===== config.mk =====
export PLATFORM = sky130hd
export DESIGN_NAME = icache_bank_req_fifo_flat
export DESIGN_NICKNAME = d
export VERILOG_FILES = /design/src/rtl/icache_bank_req_fifo_if.sv /design/src/rtl/icache_bank_req_fifo.sv /design/src/flat_wrapper.sv
export SDC_FILE = /design/constraint.sdc
export NUM_CORES = 1
export LEC_CHECK = 0
export BUFFER_PORTS_ARGS = -buffer_cell sky130_fd_sc_hd__buf_2
export CORE_MARGIN = 3
export CORE_UTILIZATION = 53
export CTS_CLUSTER_DIAMETER = 150
export DETAILED_ROUTE_END_ITERATION = 8
export PLACE_DENSITY = 0.78
export SETUP_SLACK_MARGIN = 0.02
export SYNTH_ARGS = -nofsm -noshare
export SYNTH_HDL_FRONTEND = slang
export SYNTH_SLANG_ARGS = --single-unit

===== constraint.sdc =====
create_clock -name clk_i -period 2.7 [get_ports clk_i]
set_input_delay 0.135 -clock clk_i [delete_from_list [all_inputs] [get_ports clk_i]]
set_output_delay 0.135 -clock clk_i [all_outputs]
set_load 0.02 [all_outputs]

===== src/rtl/icache_bank_req_fifo_if.sv =====
// Handshake bundle between the arbitration tree, the bank request FIFO and the cache bank.
// The slave modport is the FIFO's view; the master modport is the surrounding logic's view.
interface icache_bank_req_fifo_if #(
  parameter int ADDRESS_WIDTH = 32,
  parameter int UID_WIDTH     = 16,
  parameter int DEPTH         = 4
);
  logic                     flush_i;
  logic                     request_i;
  logic [ADDRESS_WIDTH-1:0] address_i;
  logic [UID_WIDTH-1:0]     UID_i;
  logic                     grant_o;
  logic                     request_o;
  logic [ADDRESS_WIDTH-1:0] address_o;
  logic [UID_WIDTH-1:0]     UID_o;
  logic                     grant_i;
  logic [$clog2(DEPTH):0]   occupancy_o;

  modport slave (
    input  flush_i, request_i, address_i, UID_i, grant_i,
    output grant_o, request_o, address_o, UID_o, occupancy_o
  );

  modport master (
    output flush_i, request_i, address_i, UID_i, grant_i,
    input  grant_o, request_o, address_o, UID_o, occupancy_o
  );
endinterface


===== src/rtl/icache_bank_req_fifo.sv =====
// In-order request FIFO between the icache arbitration tree and one cache bank.
// Optional empty-FIFO combinational bypass: define ICACHE_INTC_FIFO_BYPASS_EN.
module icache_bank_req_fifo #(
  parameter int ADDRESS_WIDTH = 32,
  parameter int UID_WIDTH     = 16,
  parameter int DEPTH         = 4
) (
  input logic                   clk_i,
  input logic                   rst_ni,
  icache_bank_req_fifo_if.slave bus
);

  localparam int PTR_W = $clog2(DEPTH);
  localparam int OCC_W = PTR_W + 1;

  typedef struct packed {
    logic [ADDRESS_WIDTH-1:0] address;
    logic [UID_WIDTH-1:0]     uid;
  } entry_t;

  entry_t             mem [DEPTH];
  logic [PTR_W-1:0]   wr_ptr_q, rd_ptr_q;
  logic [OCC_W-1:0]   occ_q;
  logic               empty, full, grant, bypass, push, pop;
  entry_t             head;

`ifdef ICACHE_INTC_FIFO_BYPASS_EN
  // Keeps the bypass path quiet while reset is held and until the first edge after release.
  logic out_en_q;

  always_ff @(posedge clk_i or negedge rst_ni) begin
    if (!rst_ni) out_en_q <= 1'b0;
    else         out_en_q <= 1'b1;
  end

  assign bypass = out_en_q && empty && !bus.flush_i;
`else
  assign bypass = 1'b0;
`endif

  assign empty = (occ_q == '0);
  assign full  = (occ_q == OCC_W'(DEPTH));
  assign head  = mem[rd_ptr_q];

  // Full blocks the grant even when the bank pops this cycle, so no same-cycle refill.
  assign grant = bus.request_i && !full && !bus.flush_i;
  assign push  = grant && !(bypass && bus.grant_i);
  assign pop   = !bus.flush_i && !empty && bus.grant_i;

  assign bus.grant_o     = grant;
  assign bus.request_o   = !bus.flush_i && (!empty || (bypass && bus.request_i));
  assign bus.occupancy_o = occ_q;

  always_comb begin
    bus.address_o = '0;
    bus.UID_o     = '0;
    if (!empty) begin
      bus.address_o = head.address;
      bus.UID_o     = head.uid;
    end else if (bypass) begin
      bus.address_o = bus.address_i;
      bus.UID_o     = bus.UID_i;
    end
  end

  // NOTE: state registers use non-blocking assignments so every flop samples pre-edge values.
  always_ff @(posedge clk_i or negedge rst_ni) begin
    if (!rst_ni) begin
      wr_ptr_q <= '0;
      rd_ptr_q <= '0;
      occ_q    <= '0;
    end else if (bus.flush_i) begin
      wr_ptr_q <= '0;
      rd_ptr_q <= '0;
      occ_q    <= '0;
    end else begin
      if (push) wr_ptr_q <= wr_ptr_q + PTR_W'(1);
      if (pop)  rd_ptr_q <= rd_ptr_q + PTR_W'(1);
      case ({push, pop})
        2'b10:   occ_q <= occ_q + OCC_W'(1);
        2'b01:   occ_q <= occ_q - OCC_W'(1);
        default: occ_q <= occ_q;
      endcase
    end
  end

  // NOTE: storage has no reset; outputs are gated by occupancy so stale contents never escape.
  always_ff @(posedge clk_i) begin
    if (push) mem[wr_ptr_q] <= '{address: bus.address_i, uid: bus.UID_i};
  end

endmodule


===== src/flat_wrapper.sv =====
// flat-port wrapper written by rule: the top's interface ports become plain ports
module icache_bank_req_fifo_flat 
#(
  parameter int ADDRESS_WIDTH = 32,
  parameter int UID_WIDTH     = 16,
  parameter int DEPTH         = 4
)
  (clk_i, rst_ni, bus_flush_i, bus_request_i, bus_address_i, bus_UID_i, bus_grant_i, bus_grant_o, bus_request_o, bus_address_o, bus_UID_o, bus_occupancy_o);
  icache_bank_req_fifo_if #(.ADDRESS_WIDTH(ADDRESS_WIDTH), .UID_WIDTH(UID_WIDTH), .DEPTH(DEPTH)) bus_i ();
  input logic clk_i;
  input logic rst_ni;
  input wire logic [$bits(bus_i.flush_i)-1:0] bus_flush_i;
  input wire logic [$bits(bus_i.request_i)-1:0] bus_request_i;
  input wire logic [$bits(bus_i.address_i)-1:0] bus_address_i;
  input wire logic [$bits(bus_i.UID_i)-1:0] bus_UID_i;
  input wire logic [$bits(bus_i.grant_i)-1:0] bus_grant_i;
  output wire logic [$bits(bus_i.grant_o)-1:0] bus_grant_o;
  output wire logic [$bits(bus_i.request_o)-1:0] bus_request_o;
  output wire logic [$bits(bus_i.address_o)-1:0] bus_address_o;
  output wire logic [$bits(bus_i.UID_o)-1:0] bus_UID_o;
  output wire logic [$bits(bus_i.occupancy_o)-1:0] bus_occupancy_o;
  assign bus_i.flush_i = bus_flush_i;
  assign bus_i.request_i = bus_request_i;
  assign bus_i.address_i = bus_address_i;
  assign bus_i.UID_i = bus_UID_i;
  assign bus_i.grant_i = bus_grant_i;
  assign bus_grant_o = bus_i.grant_o;
  assign bus_request_o = bus_i.request_o;
  assign bus_address_o = bus_i.address_o;
  assign bus_UID_o = bus_i.UID_o;
  assign bus_occupancy_o = bus_i.occupancy_o;
  icache_bank_req_fifo #(.ADDRESS_WIDTH(ADDRESS_WIDTH), .UID_WIDTH(UID_WIDTH), .DEPTH(DEPTH)) u_core (.clk_i(clk_i), .rst_ni(rst_ni), .bus(bus_i));
endmodule

==> results of run 1 <==
==> kinds of logic after synthesis <==
family | count (synthesis) | share of synthesized area (%)
simple gates | 75 | 5.66
buf+inv | 23 | 2.54
compound gates | 12 | 1.19
flops | 199 | 75.4
xor+xnor | 4 | 0.445
fa+ha+maj | 5 | 0.890
mux | 49 | 13.9
==> where the power goes <==
group          internal [uW]  switching (uW)  leakage (uW)
registers               3490            53.4       0.00183
logic                    388             453       0.00129
clock network           1430            1020      0.000270
total                   5320            1520       0.00340
==> synthesized netlist by cell type, types with 2 or more instances <==
library cell,n
xnor2_1,2
clkbuf_1,5
nand2_1,3
edfxtp_1,192
o21ai_0,2
inv_1,3
xor2_1,2
mux4_2,48
dfrtp_1,7
nor3_1,2
buf_12,5
nor2_1,8
ha_1,4
buf_2,5
and2_1,53
nand3_1,3
a21oi_1,3
buf_6,3
==> area by class of cell <==
cell class / count / area (sq um)
tap: 180 / 225
clock inverter: 10 / 131
timing repair buffer: 169 / 1160
clock buffer: 19 / 433
inverter: 3 / 11.3
antenna: 1 / 2.50
multi-input combinational: 145 / 1740
fill: 921 / 4560
sequential: 199 / 5950
==> sequential cells by signal (all words and copies together), names as in the netlist <==
signal,count
u_core.bus.occupancy_o,3
u_core.mem,192
u_core.rd_ptr_q,2
u_core.wr_ptr_q,2
==> worst paths after layout <==
path,end
max,bus_UID_o[11]
min,u_core.bus.occupancy_o[1]
max reg2reg,u_core.bus.occupancy_o[1]
min reg2reg,u_core.wr_ptr_q[1]
max in group asynchronous,u_core.rd_ptr_q[0]
min in group clk_i,u_core.bus.occupancy_o[2]
==> what timing repair did <==
action | CTS | global route
setup endpoints to repair | 0 | 0
buffers inserted | 0 | 0
endpoints found under the hold margin | 205 | 0
hold buffers | 50 | 0
==> routing by layer <==
metal	vias to the layer above	wire (microns)	part of all wire [%]	GRT usage, %
li1	1809	-	-	-
met1	2017	5990	41	23.7
met2	147	7380	51	31.6
met3	21	854	5.9	4.83
met4	0	323	2.2	7.74
met5	-	0	0	0
==> metrics by stage <==
step / area [sq um] / worst slack (ns) / cells / hold slack [ns] / power, uW
after global routing: 9650 / 0.222 / 726 / 0.0675 / 7100
after CTS: 9640 / 0.298 / 725 / 0.0495 / 6910
after detailed placement: 8580 / 0.547 / 646 / -0.0208 / 4410
after global placement: 8580 / 0.692 / 646 / -0.0260 / 4390
final: 9650 / 0.359 / 726 / 0.0811 / 6840
after floorplan: 7880 / 0.405 / 367 / -0.161 / 4170
==> critical path, cell delays in order (launching register included) <==
cell and delay [ns]:
dfrtp_4 0.62, buf_12 0.27, mux4_2 0.54, and2_1 0.19
buf_2 0.16
==> impl_metrics.tcl, run 1 <==
set metrics [dict create \
    outcome "complete, no violations" \
    synthArstFlopShare_pct 3.52 \
    drc 0 \
    fin_setup_tns_ns 0 \
    vdd_drop_max_mv 0.504 \
    dieHeight_microns 128 \
    final_nets 593 \
    layout_commonest_cell "edfxtp_1" \
    synthTopCellsByArea "edfxtp_1 (73%), mux4_2 (14%), and2_1 (4.2%)" \
    routed_wl_mm 14.5 \
    arrival_ns 2.21 \
    overflow 0 \
    area_delta_synth_final_pct 22.5 \
    htreeDepth 4 \
    utilization_pct 67.9 \
    die_x_microns 128 \
    first_global_vias 4379 \
    first_iter_violations 322 \
    ys_warn_count 0 \
    syn_nets 425 \
    cts_buffers 17 \
    synth-edff-count 192 \
    viasPerCell 5.50 \
    period_share_pct 86.7 \
    cts.sinks 199 \
    via_count 3994 \
    setup_viol 0 \
    layout_common_cells "edfxtp_1 (192), buf_2 (105), dlygate4sd3_1 (50)" \
    cts_resized 0 \
    rsz0062_at_grt "no" \
    synth-seq-cells 199 \
    worstSetupPathType "reg2out" \
    grt_use_total_pct 18.9 \
    tritoncts "built" \
    skew_ns 0.00733 \
    core_sq_um 14200 \
    gp_congestion 0.754 \
    tightest_slew_ns 0.561 \
    ant_nets 0 \
    insertion_delay_ns 0.42 \
    wl_per_cell_microns 20.0 \
    synth_seq_area_share_pct 75.4 \
    num_rows 43 \
    drv_slew 0 \
    clkTransAtPathRegs_ns 0.06 \
    antenna_found_initial 1 \
    io_pins 106 \
    max_freq_mhz 427 \
    startpoint_type "flip-flop" \
    die_area_sq_um 16400 \
    min_path_type "in2async" \
    post-dp-hpwl_mm 8.41 \
    initial_core_util_pct 55.5 \
    syn_area_per_cell_sq_um 21.5 \
    worstPathMaxFanout 23 \
    layout-drive-gt1-share_pct 37.1 \
    leakagePower_uw 0.00340 \
    critPathLaunch "u_core.rd_ptr_q[0]" \
    crit_required_ns 2.57 \
    yosysUniqueCellTypes 35 \
    power_per_cell_area_nw_per_um2 709 \
    detail_route.first_pass.iterations 4 \
    end_kind "primary output" \
    synth_area_sq_um 7880 \
    r2r_start "u_core.bus.occupancy_o[1]" \
    yosysTopAreaCell "edfxtp_1" \
    grt_pass1_wl_mm 23.0 \
    finalHoldViolCount 0 \
    finalCriticalPeriod_ns 2.34 \
    cts-root-buf "clkbuf_16" \
    relSlewSlack_pct 62.6 \
    max_cap_violations 0 \
    cts_buffer_depth 2 \
    grt_max_degree 50 \
    netlist.area_leader.share_pct 73.2 \
    worst-r2r-setup-slack_ns 0.48 \
    rr_worst_depth 7 \
    yosys_most_used_dff "edfxtp_1" \
    portBuffers 105 \
    syn-instance-count 367 \
]
Note: power is estimated with default switching activity, not from simulation.
==> inputs of run 2 (changes only) <==
Settings changed: MAX_ROUTING_LAYER set to met4.
==> run 2 against run 1 <==
Compared with the run above:
- via count grew 0.88%
- setup slack better by 0.0035 ns
- sequential share of layout area is the same
- critical endpoint unchanged
- largest cell class unchanged
- largest power group unchanged
==> impl_metrics.tcl, run 2 (synthesis gave the netlist of run 1 again) <==
set metrics [dict create \
    combPwrFrac_pct 12.3 \
    dpl_cell_area_sq_um 8580 \
    total_power_uw 6830 \
    clkTransAtPathRegs_ns 0.06 \
    portBuffers 105 \
    cts-root-buf "clkbuf_16" \
    skew_ns 0.00825 \
    grt_max_degree 50 \
    worstPathMaxFanout 23 \
    rr_worst_depth 7 \
    finalHoldViolCount 0 \
    power_per_cell_area_nw_per_um2 708 \
    swShare_pct 22.2 \
    tightest_slew_ns 0.555 \
    startpoint_type "flip-flop" \
    antenna_found_initial 1 \
    grt_pass1_wl_mm 22.9 \
    first_global_vias 4380 \
    routed_wl_mm 14.5 \
    relSlewSlack_pct 63.0 \
    pwr-share-clk_pct 35.8 \
    vdd_drop_max_mv 0.502 \
    period_share_pct 86.6 \
    die_x_microns 128 \
    cts_buffers 17 \
    r2r_start "u_core.bus.occupancy_o[0]" \
    layout_common_cells "edfxtp_1 (192), buf_2 (105), dlygate4sd3_1 (50)" \
    area_delta_synth_final_pct 22.5 \
    worstSetupPathType "reg2out" \
    first_iter_violations 346 \
    arrival_ns 2.20 \
    cts.sinks 199 \
    die_area_sq_um 16400 \
    p_int_uw 5320 \
    ant_nets 0 \
    dieHeight_microns 128 \
    max_cap_violations 0 \
    finalCriticalPeriod_ns 2.34 \
    end_kind "primary output" \
    r2r_end "u_core.bus.occupancy_o[1]" \
    rsz0062_at_grt "no" \
    core_sq_um 14200 \
    insertion_delay_ns 0.42 \
    wl_per_cell_microns 20.0 \
    final_nets 593 \
    tritoncts "built" \
    viasPerCell 5.55 \
    largest_reg_flops 192 \
    outcome "complete, no violations" \
    layout-drive-gt1-share_pct 37.1 \
    io_pins 106 \
    setup_viol 0 \
    via_count 4029 \
    overflow 0 \
    fillers 921 \
    num_rows 43 \
    fin_setup_tns_ns 0 \
    initial_core_util_pct 55.5 \
    layout_commonest_cell "edfxtp_1" \
    htreeDepth 4 \
    worst-r2r-setup-slack_ns 0.48 \
    max_freq_mhz 428 \
    leakagePower_uw 0.00340 \
    pwr-share-seq_pct 51.9 \
    cts_buffer_depth 2 \
    regMostFlops "u_core.mem" \
    detail_route.first_pass.iterations 4 \
    drv_slew 0 \
    gp_congestion 0.764 \
    finalInstanceArea_sq_um 9650 \
    p_switching_uw 1520 \
    min_path_type "in2async" \
    holdWs_ns 0.0808 \
    drc 0 \
    crit_required_ns 2.57 \
    grt_use_total_pct 19.4 \
    post-dp-hpwl_mm 8.41 \
]
==> run 2: cell counts in the layout (fill, tap and decap cells not counted) <==
No cell type changed its count.
==> run 2: through the flow <==
step	instances	worst slack (ns)	utilization [%]
after CTS	725	0.298	67.9
after floorplan	367	0.405	-
final	726	0.363	67.9
after global routing	726	0.223	67.9
after detailed placement	646	0.547	60.4
after global placement	646	0.692	60.4
==> run 2: how the worst max path moves through the flow <==
stage               cells past startpoint                        end                 startpoint  slack (ns)
floorplan                               4           u_core.mem[0][0]  u_core.bus.occupancy_o[2]        0.40
global placement                        7  u_core.bus.occupancy_o[1]  u_core.bus.occupancy_o[1]        0.69
detailed placement                      7  u_core.bus.occupancy_o[1]  u_core.bus.occupancy_o[0]        0.55
CTS                                     4           bus_address_o[5]         u_core.rd_ptr_q[0]        0.30
global route                            4           bus_address_o[5]         u_core.rd_ptr_q[0]        0.22
finish                                  4              bus_UID_o[11]         u_core.rd_ptr_q[0]        0.36
==> run 2: area by class of cell <==
type | instances | area, sq um | area share (%)
multi-input combinational | 145 | 1740 | 18.0
inverter | 3 | 11.3 | 0.117
sequential | 199 | 5950 | 61.6
timing repair buffer | 169 | 1160 | 12.0
antenna | 1 | 2.50 | 0.0259
tap | 180 | 225 | 2.33
clock inverter | 10 | 131 | 1.36
clock buffer | 19 | 433 | 4.49
==> run 2: power groups by stage <==
| stage | clock (uW) | sequential [uW] | combinational, uW |
|---|---|---|---|
| 2_1_floorplan | 0 | 3580 | 582 |
| 3_3_place_gp | 0 | 3610 | 783 |
| 3_5_place_dp | 0 | 3610 | 795 |
| 4_1_cts | 2500 | 3550 | 857 |
| 5_1_grt | 2630 | 3560 | 911 |
| 6_report | 2440 | 3550 | 841 |
==> run 2: routing by layer <==
| metal | GRT usage, % | part of all wire [%] |
|---|---|---|
| met4 | 7.74 | 2.1 |
| met5 | - | 0 |
| met3 | 4.54 | 6.0 |
| met1 | 23.8 | 41 |
| met2 | 31.6 | 51 |
==> run 2: critical path, stage by stage, from the launching register on <==
cell and delay (ns):
dfrtp_4 0.62, buf_12 0.27, mux4_2 0.54, and2_1 0.19, buf_2 0.16
==> run 2: what timing repair did <==
item                      4_1_cts  5_1_grt
hold buffers                   50        0
hold endpoints to repair      205        0
buffers inserted                0        0
gates resized for setup         0        0
